<file path="src/rtl/halo_partials_receiver_if.sv">
// Bus bundle between the halo receiver, the eight neighbor senders and the banked output buffer.
// The slave view belongs to the receiver; the master view belongs to whoever drives neighbors and owns the buffer.
interface halo_partials_receiver_if #(
   parameter int BANK_COUNT = 32,
   parameter int TILE_SIZE  = 128
);
   localparam int RC_W = $clog2(TILE_SIZE);
   localparam int BK_W = $clog2(BANK_COUNT);

   logic [7:0][7:0]      neighbor_input_value;
   logic [7:0][RC_W-1:0] neighbor_input_row;
   logic [7:0][RC_W-1:0] neighbor_input_column;
   logic [7:0]           neighbor_input_write_enable;
   logic [7:0]           neighbor_exchange_done;
   logic [7:0]           neighbor_cts;

   logic [BK_W-1:0]      buffer_bank_read;
   logic [RC_W-1:0]      buffer_bank_entry;
   logic [7:0]           buffer_data_read;
   logic                 buffer_write_enable;
   logic [BK_W-1:0]      buffer_bank_write;
   logic [RC_W-1:0]      buffer_bank_entry_write;
   logic [7:0]           buffer_data_write;

   modport slave (
      input  neighbor_input_value, neighbor_input_row, neighbor_input_column,
      input  neighbor_input_write_enable, neighbor_exchange_done,
      output neighbor_cts,
      output buffer_bank_read, buffer_bank_entry,
      input  buffer_data_read,
      output buffer_write_enable, buffer_bank_write, buffer_bank_entry_write, buffer_data_write
   );

   modport master (
      output neighbor_input_value, neighbor_input_row, neighbor_input_column,
      output neighbor_input_write_enable, neighbor_exchange_done,
      input  neighbor_cts,
      input  buffer_bank_read, buffer_bank_entry,
      output buffer_data_read,
      input  buffer_write_enable, buffer_bank_write, buffer_bank_entry_write, buffer_data_write
   );
endinterface

</file>
<file path="src/rtl/halo_partials_receiver.sv">
// Queues neighbor halo partial sums per neighbor and read-modify-write accumulates them (saturating) into
// the banked output buffer, one per cycle: read in the pop cycle, write the next; done once all neighbors finish.
module halo_partials_receiver #(
   parameter int BANK_COUNT = 32,
   parameter int TILE_SIZE  = 128,
   parameter int FIFO_DEPTH = 2
) (
   input  logic                     clk,
   input  logic                     reset,
   input  logic [1:0]               bitwidth,
   input  logic                     exchange_start,
   halo_partials_receiver_if.slave  bus,
   output logic                     accumulate_done,
   output logic                     overflow_error
);
   localparam int RC_W  = $clog2(TILE_SIZE);
   localparam int BK_W  = $clog2(BANK_COUNT);
   localparam int PTR_W = (FIFO_DEPTH > 1) ? $clog2(FIFO_DEPTH) : 1;
   localparam int CNT_W = $clog2(FIFO_DEPTH + 1);

   typedef struct packed {
      logic [7:0]      value;
      logic [RC_W-1:0] row;
      logic [RC_W-1:0] col;
   } item_t;

   typedef enum logic [1:0] {IDLE, ACCUM, DRAIN, DONE} state_t;

   state_t           state_q, state_d;
   logic [7:0]       done_seen_q, done_seen_d;
   item_t            mem_q [8][FIFO_DEPTH];
   item_t            mem_d [8][FIFO_DEPTH];
   logic [PTR_W-1:0] rd_ptr_q [8];
   logic [PTR_W-1:0] rd_ptr_d [8];
   logic [PTR_W-1:0] wr_ptr_q [8];
   logic [PTR_W-1:0] wr_ptr_d [8];
   logic [CNT_W-1:0] cnt_q [8];
   logic [CNT_W-1:0] cnt_d [8];
   logic [2:0]       rr_ptr_q, rr_ptr_d;
   logic             s1_vld_q, s1_vld_d;
   logic [BK_W-1:0]  s1_bank_q, s1_bank_d;
   logic [RC_W-1:0]  s1_entry_q, s1_entry_d;
   logic [7:0]       s1_sum_q, s1_sum_d;
   logic             err_q, err_d;

   logic             win_vld;
   logic [2:0]       win_idx;
   item_t            head;
   logic [BK_W-1:0]  rd_bank;
   logic [RC_W-1:0]  rd_entry;
   logic [7:0]       operand;
   logic [7:0]       push_vec;
   logic [7:0]       pop_vec;
   logic [7:0]       cts;
   logic             active;
   logic             queues_empty;

   function automatic logic [BK_W-1:0] map_bank(input logic [RC_W-1:0] row, input logic [RC_W-1:0] col,
                                                input logic [1:0] bw);
      logic [31:0] ru, rs, sh;
      ru = 32'(row) >> bw;
      rs = 32'(row) & ((32'd1 << bw) - 32'd1);
      sh = (ru * 32'd3) % 32'(BANK_COUNT);
      return BK_W'((32'(col) + sh + rs * (32'(BANK_COUNT) >> bw)) % 32'(BANK_COUNT));
   endfunction

   function automatic logic [PTR_W-1:0] inc_ptr(input logic [PTR_W-1:0] p);
      return (p == PTR_W'(FIFO_DEPTH - 1)) ? '0 : p + PTR_W'(1);
   endfunction

   // Overflow shows up as the carry disagreeing with the sign bit.
   function automatic logic [7:0] sat_add(input logic [7:0] a, input logic [7:0] b);
      logic [8:0] s;
      s = {a[7], a} + {b[7], b};
      if (s[8] != s[7]) return s[8] ? 8'h80 : 8'h7f;
      return s[7:0];
   endfunction

   assign active = (state_q == ACCUM) || (state_q == DRAIN);

   always_comb begin
      state_d     = state_q;
      done_seen_d = done_seen_q;
      case (state_q)
         IDLE, DONE: begin
            if (exchange_start) begin
               state_d     = ACCUM;
               done_seen_d = '0;
            end
         end
         ACCUM: begin
            done_seen_d = done_seen_q | bus.neighbor_exchange_done;
            if (&done_seen_d) state_d = DRAIN;
         end
         DRAIN: begin
            if (queues_empty && !s1_vld_q && (push_vec == '0)) state_d = DONE;
         end
         default: state_d = IDLE;
      endcase
   end

   always_comb begin
      mem_d      = mem_q;
      rd_ptr_d   = rd_ptr_q;
      wr_ptr_d   = wr_ptr_q;
      cnt_d      = cnt_q;
      rr_ptr_d   = rr_ptr_q;
      err_d      = err_q;
      s1_vld_d   = 1'b0;
      s1_bank_d  = s1_bank_q;
      s1_entry_d = s1_entry_q;
      s1_sum_d   = s1_sum_q;
      win_vld    = 1'b0;
      win_idx    = '0;
      push_vec   = '0;
      pop_vec    = '0;
      cts        = '0;
      queues_empty = 1'b1;

      for (int i = 0; i < 8; i++) begin
         if (!win_vld && (cnt_q[3'(rr_ptr_q + 3'(i))] != '0)) begin
            win_vld = 1'b1;
            win_idx = 3'(rr_ptr_q + 3'(i));
         end
         if (cnt_q[i] != '0) queues_empty = 1'b0;
      end

      head     = mem_q[win_idx][rd_ptr_q[win_idx]];
      rd_bank  = map_bank(head.row, head.col, bitwidth);
      rd_entry = head.row >> bitwidth;
      // Back-to-back hits on one location must see the sum still waiting to be written.
      operand  = (s1_vld_q && (s1_bank_q == rd_bank) && (s1_entry_q == rd_entry)) ? s1_sum_q
                                                                                  : bus.buffer_data_read;
      if (win_vld) begin
         s1_vld_d   = 1'b1;
         s1_bank_d  = rd_bank;
         s1_entry_d = rd_entry;
         s1_sum_d   = sat_add(head.value, operand);
         rr_ptr_d   = win_idx + 3'd1;
         pop_vec[win_idx] = 1'b1;
      end

      for (int k = 0; k < 8; k++) begin
         if (bus.neighbor_input_write_enable[k]) begin
            if (active && (cnt_q[k] != CNT_W'(FIFO_DEPTH))) begin
               push_vec[k] = 1'b1;
               mem_d[k][wr_ptr_q[k]] = {bus.neighbor_input_value[k], bus.neighbor_input_row[k],
                                        bus.neighbor_input_column[k]};
               wr_ptr_d[k] = inc_ptr(wr_ptr_q[k]);
            end else begin
               err_d = 1'b1;
            end
         end
         if (pop_vec[k]) rd_ptr_d[k] = inc_ptr(rd_ptr_q[k]);
         cnt_d[k] = cnt_q[k] + CNT_W'(push_vec[k]) - CNT_W'(pop_vec[k]);
         // Senders launch one cycle after seeing cts, so leave room for a write already on the wire.
         cts[k] = (state_q == ACCUM) &&
                  (({1'b0, cnt_q[k]} + (CNT_W+1)'(bus.neighbor_input_write_enable[k])) <=
                   (CNT_W+1)'(FIFO_DEPTH - 2));
      end

      bus.neighbor_cts      = cts;
      bus.buffer_bank_read  = win_vld ? rd_bank : '0;
      bus.buffer_bank_entry = win_vld ? rd_entry : '0;
   end

   always_ff @(posedge clk) begin
      if (reset) begin
         state_q     <= IDLE;
         done_seen_q <= '0;
         rr_ptr_q    <= '0;
         s1_vld_q    <= 1'b0;
         s1_bank_q   <= '0;
         s1_entry_q  <= '0;
         s1_sum_q    <= '0;
         err_q       <= 1'b0;
         for (int k = 0; k < 8; k++) begin
            rd_ptr_q[k] <= '0;
            wr_ptr_q[k] <= '0;
            cnt_q[k]    <= '0;
            for (int d = 0; d < FIFO_DEPTH; d++) mem_q[k][d] <= '0;
         end
      end else begin
         state_q     <= state_d;
         done_seen_q <= done_seen_d;
         rr_ptr_q    <= rr_ptr_d;
         s1_vld_q    <= s1_vld_d;
         s1_bank_q   <= s1_bank_d;
         s1_entry_q  <= s1_entry_d;
         s1_sum_q    <= s1_sum_d;
         err_q       <= err_d;
         rd_ptr_q    <= rd_ptr_d;
         wr_ptr_q    <= wr_ptr_d;
         cnt_q       <= cnt_d;
         mem_q       <= mem_d;
      end
   end

   assign bus.buffer_write_enable     = s1_vld_q;
   assign bus.buffer_bank_write       = s1_bank_q;
   assign bus.buffer_bank_entry_write = s1_entry_q;
   assign bus.buffer_data_write       = s1_sum_q;
   assign accumulate_done             = (state_q == DONE);
   assign overflow_error              = err_q;
endmodule
</file>
<file path="src/flat_wrapper.sv">
// flat-port wrapper written by rule: the top's interface ports become plain ports
module halo_partials_receiver_flat 
#(
   parameter int BANK_COUNT = 32,
   parameter int TILE_SIZE  = 128,
   parameter int FIFO_DEPTH = 2
)
  (clk, reset, bitwidth, exchange_start, accumulate_done, overflow_error, bus_neighbor_input_value, bus_neighbor_input_row, bus_neighbor_input_column, bus_neighbor_input_write_enable, bus_neighbor_exchange_done, bus_neighbor_cts, bus_buffer_bank_read, bus_buffer_bank_entry, bus_buffer_data_read, bus_buffer_write_enable, bus_buffer_bank_write, bus_buffer_bank_entry_write, bus_buffer_data_write);
  halo_partials_receiver_if #(.BANK_COUNT(BANK_COUNT), .TILE_SIZE(TILE_SIZE)) bus_i ();
  input  logic clk;
  input  logic reset;
  input  logic [1:0] bitwidth;
  input  logic exchange_start;
  output logic accumulate_done;
  output logic overflow_error;
  input wire logic [$bits(bus_i.neighbor_input_value)-1:0] bus_neighbor_input_value;
  input wire logic [$bits(bus_i.neighbor_input_row)-1:0] bus_neighbor_input_row;
  input wire logic [$bits(bus_i.neighbor_input_column)-1:0] bus_neighbor_input_column;
  input wire logic [$bits(bus_i.neighbor_input_write_enable)-1:0] bus_neighbor_input_write_enable;
  input wire logic [$bits(bus_i.neighbor_exchange_done)-1:0] bus_neighbor_exchange_done;
  output wire logic [$bits(bus_i.neighbor_cts)-1:0] bus_neighbor_cts;
  output wire logic [$bits(bus_i.buffer_bank_read)-1:0] bus_buffer_bank_read;
  output wire logic [$bits(bus_i.buffer_bank_entry)-1:0] bus_buffer_bank_entry;
  input wire logic [$bits(bus_i.buffer_data_read)-1:0] bus_buffer_data_read;
  output wire logic [$bits(bus_i.buffer_write_enable)-1:0] bus_buffer_write_enable;
  output wire logic [$bits(bus_i.buffer_bank_write)-1:0] bus_buffer_bank_write;
  output wire logic [$bits(bus_i.buffer_bank_entry_write)-1:0] bus_buffer_bank_entry_write;
  output wire logic [$bits(bus_i.buffer_data_write)-1:0] bus_buffer_data_write;
  assign bus_i.neighbor_input_value = bus_neighbor_input_value;
  assign bus_i.neighbor_input_row = bus_neighbor_input_row;
  assign bus_i.neighbor_input_column = bus_neighbor_input_column;
  assign bus_i.neighbor_input_write_enable = bus_neighbor_input_write_enable;
  assign bus_i.neighbor_exchange_done = bus_neighbor_exchange_done;
  assign bus_neighbor_cts = bus_i.neighbor_cts;
  assign bus_buffer_bank_read = bus_i.buffer_bank_read;
  assign bus_buffer_bank_entry = bus_i.buffer_bank_entry;
  assign bus_i.buffer_data_read = bus_buffer_data_read;
  assign bus_buffer_write_enable = bus_i.buffer_write_enable;
  assign bus_buffer_bank_write = bus_i.buffer_bank_write;
  assign bus_buffer_bank_entry_write = bus_i.buffer_bank_entry_write;
  assign bus_buffer_data_write = bus_i.buffer_data_write;
  halo_partials_receiver #(.BANK_COUNT(BANK_COUNT), .TILE_SIZE(TILE_SIZE), .FIFO_DEPTH(FIFO_DEPTH)) u_core (.clk(clk), .reset(reset), .bitwidth(bitwidth), .exchange_start(exchange_start), .bus(bus_i), .accumulate_done(accumulate_done), .overflow_error(overflow_error));
endmodule
</file>
<file path="config.mk">
export PLATFORM = sky130hd
export DESIGN_NAME = halo_partials_receiver_flat
export DESIGN_NICKNAME = d
export VERILOG_FILES = /design/src/rtl/halo_partials_receiver_if.sv /design/src/rtl/halo_partials_receiver.sv /design/src/flat_wrapper.sv
export SDC_FILE = /design/constraint.sdc
export NUM_CORES = 1
export LEC_CHECK = 0
export BUFFER_PORTS_ARGS = -buffer_cell sky130_fd_sc_hd__buf_4
export CAP_MARGIN = 15
export CORE_MARGIN = 2
export CORE_UTILIZATION = 59
export DETAILED_ROUTE_END_ITERATION = 10
export PLACE_DENSITY_LB_ADDON = 0.05
export SLEW_MARGIN = 30
export SYNTH_ARGS = -nofsm -noshare
export SYNTH_HDL_FRONTEND = slang
export SYNTH_SLANG_ARGS = --single-unit
</file>
<file path="constraint.sdc">
create_clock -name clk -period 14.15 [get_ports clk]
set_input_delay 0.7075 -clock clk [delete_from_list [all_inputs] [get_ports clk]]
set_output_delay 0.7075 -clock clk [all_outputs]
set_load 0.01 [all_outputs]
</file>
==> results.md <==
- The number of buffers and inverters on the critical path is 6.
- The part of the cycle the worst path needs is 91.4%.
- In this design, the stage delay of the slowest critical-path cell is 0.66 ns.
- The aggregate negative setup slack is 0 ns.
- The CTS tree is built.
- The final max-slew violation count is 0.
- The cell depth of the worst hold path is 3.
- The number of nets handed over by synthesis was 2,775.
- The proportion of synthesized chip area in sequential cells is 39.8%.
- The clock tree root driver cell is clkbuf_16.
- Grouping stages by cell kind, the critical path spends the most delay in adder cells.
- The share of cells above drive strength 1 is 15.8%.
- The count of endpoints failing setup in the final report is 0.
- The proportion of register bits with asynchronous set or reset after synthesis is 0%.
- The number of clock sinks is 387.
- The number of clock buffers added by TritonCTS is 42.
- The placeable core area is 32,500 sq um.
- The hold path startpoint is bus_neighbor_input_column[15].
- Relative to the synthesized area, the layout overhead comes to 16.5%.
- Global routing consumed, over all layers together, 36.5% of the routing resources.
- At the end of routability-driven placement, the weighted congestion stood at 0.984.
- The largest net degree at the start of global routing is 108.
- The endpoint of the worst hold-timing path is u_core.mem_q[221]$_SDFFE_PP0P_.
- In this run the worst path has a maximum fanout of 32.
- The detailed-placement wirelength estimate is 44.8 mm.
- The I/O pin count is 248.
- The final antenna-violating net count is 0.
- The longest clock path from root to sink contains 3 buffers.
- Counting every instance in the synthesized netlist gives 2,508.
- At the pin with the least slew margin, the transition time is 1.02 ns.
- The routed wirelength normalized by instance count is 20.7 microns.
- The data arrival time of the critical path is 13.39 ns.
- The number of global-route vias before repair is 17,204.
- The chip width is 186 microns.
- Measured along the y axis, the die boundary spans 186 microns.
- The cell depth of the worst setup path is 45.
- The flow ran to the end, and the final reports show no timing, DRC or antenna violations.
- For this run, the detailed router's first-pass iteration total came to 5.
- In the routed layout, each cell is associated on average with a via count of 6.00.
- The number of maximum-capacitance constraint violations is 0.
- The cell area that synthesis handed to floorplanning was 19,500 sq um.
- The final number of hold-violating endpoints is 0.
- The effective utilization at floorplan is 59.9%.
- Clock-pin slew was measured on the worst setup and hold paths at 0.06 ns.
- After layout, the minimum clock period comes to 12.93 ns.
- After detailed routing, the number of remaining DRC violations is 0.
- For this design, the slowest cell found on the critical path is ha_1.
- Global routing finished with a remaining overflow of 0.
- At the end of the flow, the number of nets in the layout was 2,898.
- The critical path is of the register to register type.
- The launch instance of the worst register-to-register path is u_core.rr_ptr_q[1]$_SDFFE_PP0P_.
- The post-cts repair resize count is 0.
- During placement, the flow inserted port buffers numbering 231.
- The number of storage elements in the synthesis netlist is 387.
- The beginning of the critical path is u_core.rr_ptr_q[1]$_SDFFE_PP0P_.
- The top flip-flop cell by instance count after synthesis is dfxtp_1.
- The first-pass GRT wire length is 96.8 mm.
- The number of synthesized flops with an enable pin is 0.
- Headroom to the max-slew limit came out at 32.3%.
- Yosys mapped the design onto 80 distinct sky130hd cell types.
- Setup repair after global routing left no endpoint under its margin.
- STA classifies the critical path startpoint as a register.
- For the worst setup path, the data required time is 14.61 ns.
- In this run the critical register-to-register path is captured at u_core.bus.buffer_data_write[5]$_SDFFE_PP0P_.
- The worst hold-check path type is input port to register.
- The via count of the routed design is 18,602.
- For this run, the top clock speed supported by timing is 77.3 MHz.
- Summed over all layers, the routed wires come to 64.1 mm.
- The number of warnings printed during yosys synthesis is 0.
- After clock tree synthesis, the setup repair step added 0 buffers.
- STA classifies the critical path endpoint as a register.
- The post-route clock skew is 0.0203 ns.
- The number of violations reported at the end of detailed-routing iteration 0 is 1,655.
- For this design, the CTS-stage hold fixing added 0 buffers.
- Setup slack on the worst reg-to-reg path comes out at 1.22 ns.
- The number of antenna violations at the first check in global routing is 0.
- The number of H-tree levels is 2.
- The initialized floorplan defines 66 standard-cell rows.
- The die covers 34,500 sq um.
- The clock latency reported for the late side of the worst-skew pair is 0.56 ns.
- The cell count of the worst reg-to-reg path is 45.
- Each instance of the synthesized netlist takes up on average 7.76 sq um.
per-layer routing:
layer | track usage [%] | vias to the layer above | routed length (microns)
li1 | - | 8757 | -
met1 | 47.2 | 8838 | 25700
met2 | 58.7 | 836 | 29200
met3 | 4.83 | 171 | 5010
met4 | 21.4 | 0 | 4170
met5 | 0 | - | 0
worst min-delay path, cell delays in order:
cell and delay, ns:
buf_4 0.11, nand2_1 0.04, a21oi_1 0.05
synthesized netlist by cell type (all sizes together), types with 5 or more instances:
| cell | number | area [sq um] |
|---|---|---|
| a211oi | 21 | 158 |
| a21o | 5 | 37.5 |
| a21oi | 371 | 1860 |
| a22oi | 7 | 52.6 |
| a311oi | 26 | 228 |
| a31oi | 15 | 130 |
| and2 | 11 | 68.8 |
| and3 | 22 | 138 |
| buf | 23 | 158 |
| clkbuf | 157 | 589 |
| dfxtp | 387 | 7750 |
| fa | 5 | 100 |
| ha | 57 | 713 |
| inv | 51 | 199 |
| mux2 | 16 | 210 |
| mux2i | 28 | 280 |
| mux4 | 39 | 878 |
| nand2 | 850 | 3190 |
| nand2b | 20 | 125 |
| nand3 | 60 | 310 |
| nand4 | 22 | 150 |
| nor2 | 72 | 294 |
| nor2b | 30 | 188 |
| nor3 | 19 | 118 |
| nor3b | 9 | 72.6 |
| nor4b | 10 | 87.6 |
| o211ai | 21 | 168 |
| o21ai | 35 | 183 |
| o22ai | 8 | 56.3 |
| or2 | 6 | 37.5 |
| xnor2 | 33 | 289 |
| xor2 | 20 | 183 |
cell families after synthesis:
family / Yosys count / synth area share (%)
simple gates: 1150 / 25.3
compound gates: 539 / 16.2
flops: 387 / 39.8
buf+inv: 232 / 4.88
mux: 83 / 7.03
fa+ha+maj: 62 / 4.18
xor+xnor: 55 / 2.66
sequential cells by signal (all words and copies together) (netlist names), 3 cells and up:
register,flops
u_core.wr_ptr_q,8
u_core.rd_ptr_q,8
u_core.done_seen_q,8
u_core.bus.buffer_data_write,8
u_core.rr_ptr_q,3
u_core.mem_q,320
u_core.bus.buffer_bank_entry_write,7
u_core.bus.buffer_bank_write,5
u_core.cnt_q,16
worst max-delay path by stage:
stage	to
CTS	u_core.bus.buffer_data_write[5]$_SDFFE_PP0P_
detailed placement	u_core.bus.buffer_data_write[6]$_SDFFE_PP0P_
global placement	u_core.bus.buffer_data_write[1]$_SDFFE_PP0P_
global route	u_core.bus.buffer_data_write[5]$_SDFFE_PP0P_
finish	u_core.bus.buffer_data_write[5]$_SDFFE_PP0P_
floorplan	u_core.bus.buffer_data_write[3]$_SDFFE_PP0P_
layout by cell type, fill, tap and decap left out, types with 8 or more instances in the layout:
cell type  instances
nand2_1          850
xnor2_1           33
o211ai_1          19
buf_4            253
mux2_4             8
a311oi_1          26
dfxtp_1          387
nand4_1           20
nor2b_1           29
a31oi_1           12
a211oi_1          21
nor3_1            16
and2_1            10
inv_1             48
xor2_1            19
mux4_2            39
nand2b_1          17
mux2i_1           28
nand3_1           58
clkbuf_8          13
ha_1              57
nor4b_1           10
clkbuf_16         42
and3_1            22
o21ai_0           30
nor2_1            68
a21oi_1          371
area by class of cell:
class	count	area (sq um)
multi-input combinational	1889	10800
fill	2761	9840
sequential	387	7750
timing repair buffer	259	2010
clock buffer	61	1250
tap	442	553
inverter	52	203
clock inverter	9	114
antenna	1	2.50
through the flow:
step | util (%) | setup WS (ns) | hold slack (ns) | std cells | instance area [sq um]
after detailed placement | 65.5 | 1.37 | 0.443 | 3029 | 21300
after global routing | 69.7 | 0.278 | 0.398 | 3099 | 22700
after CTS | 69.7 | 1.32 | 0.388 | 3099 | 22700
after floorplan | - | 3.63 | 0.432 | 2508 | 19500
after global placement | 65.3 | 1.66 | 0.439 | 3026 | 21200
final | 69.8 | 1.22 | 0.401 | 3100 | 22700
Power is not shown: default switching activity piles up to over one toggle a cycle in this logic, so the estimate is an artifact.
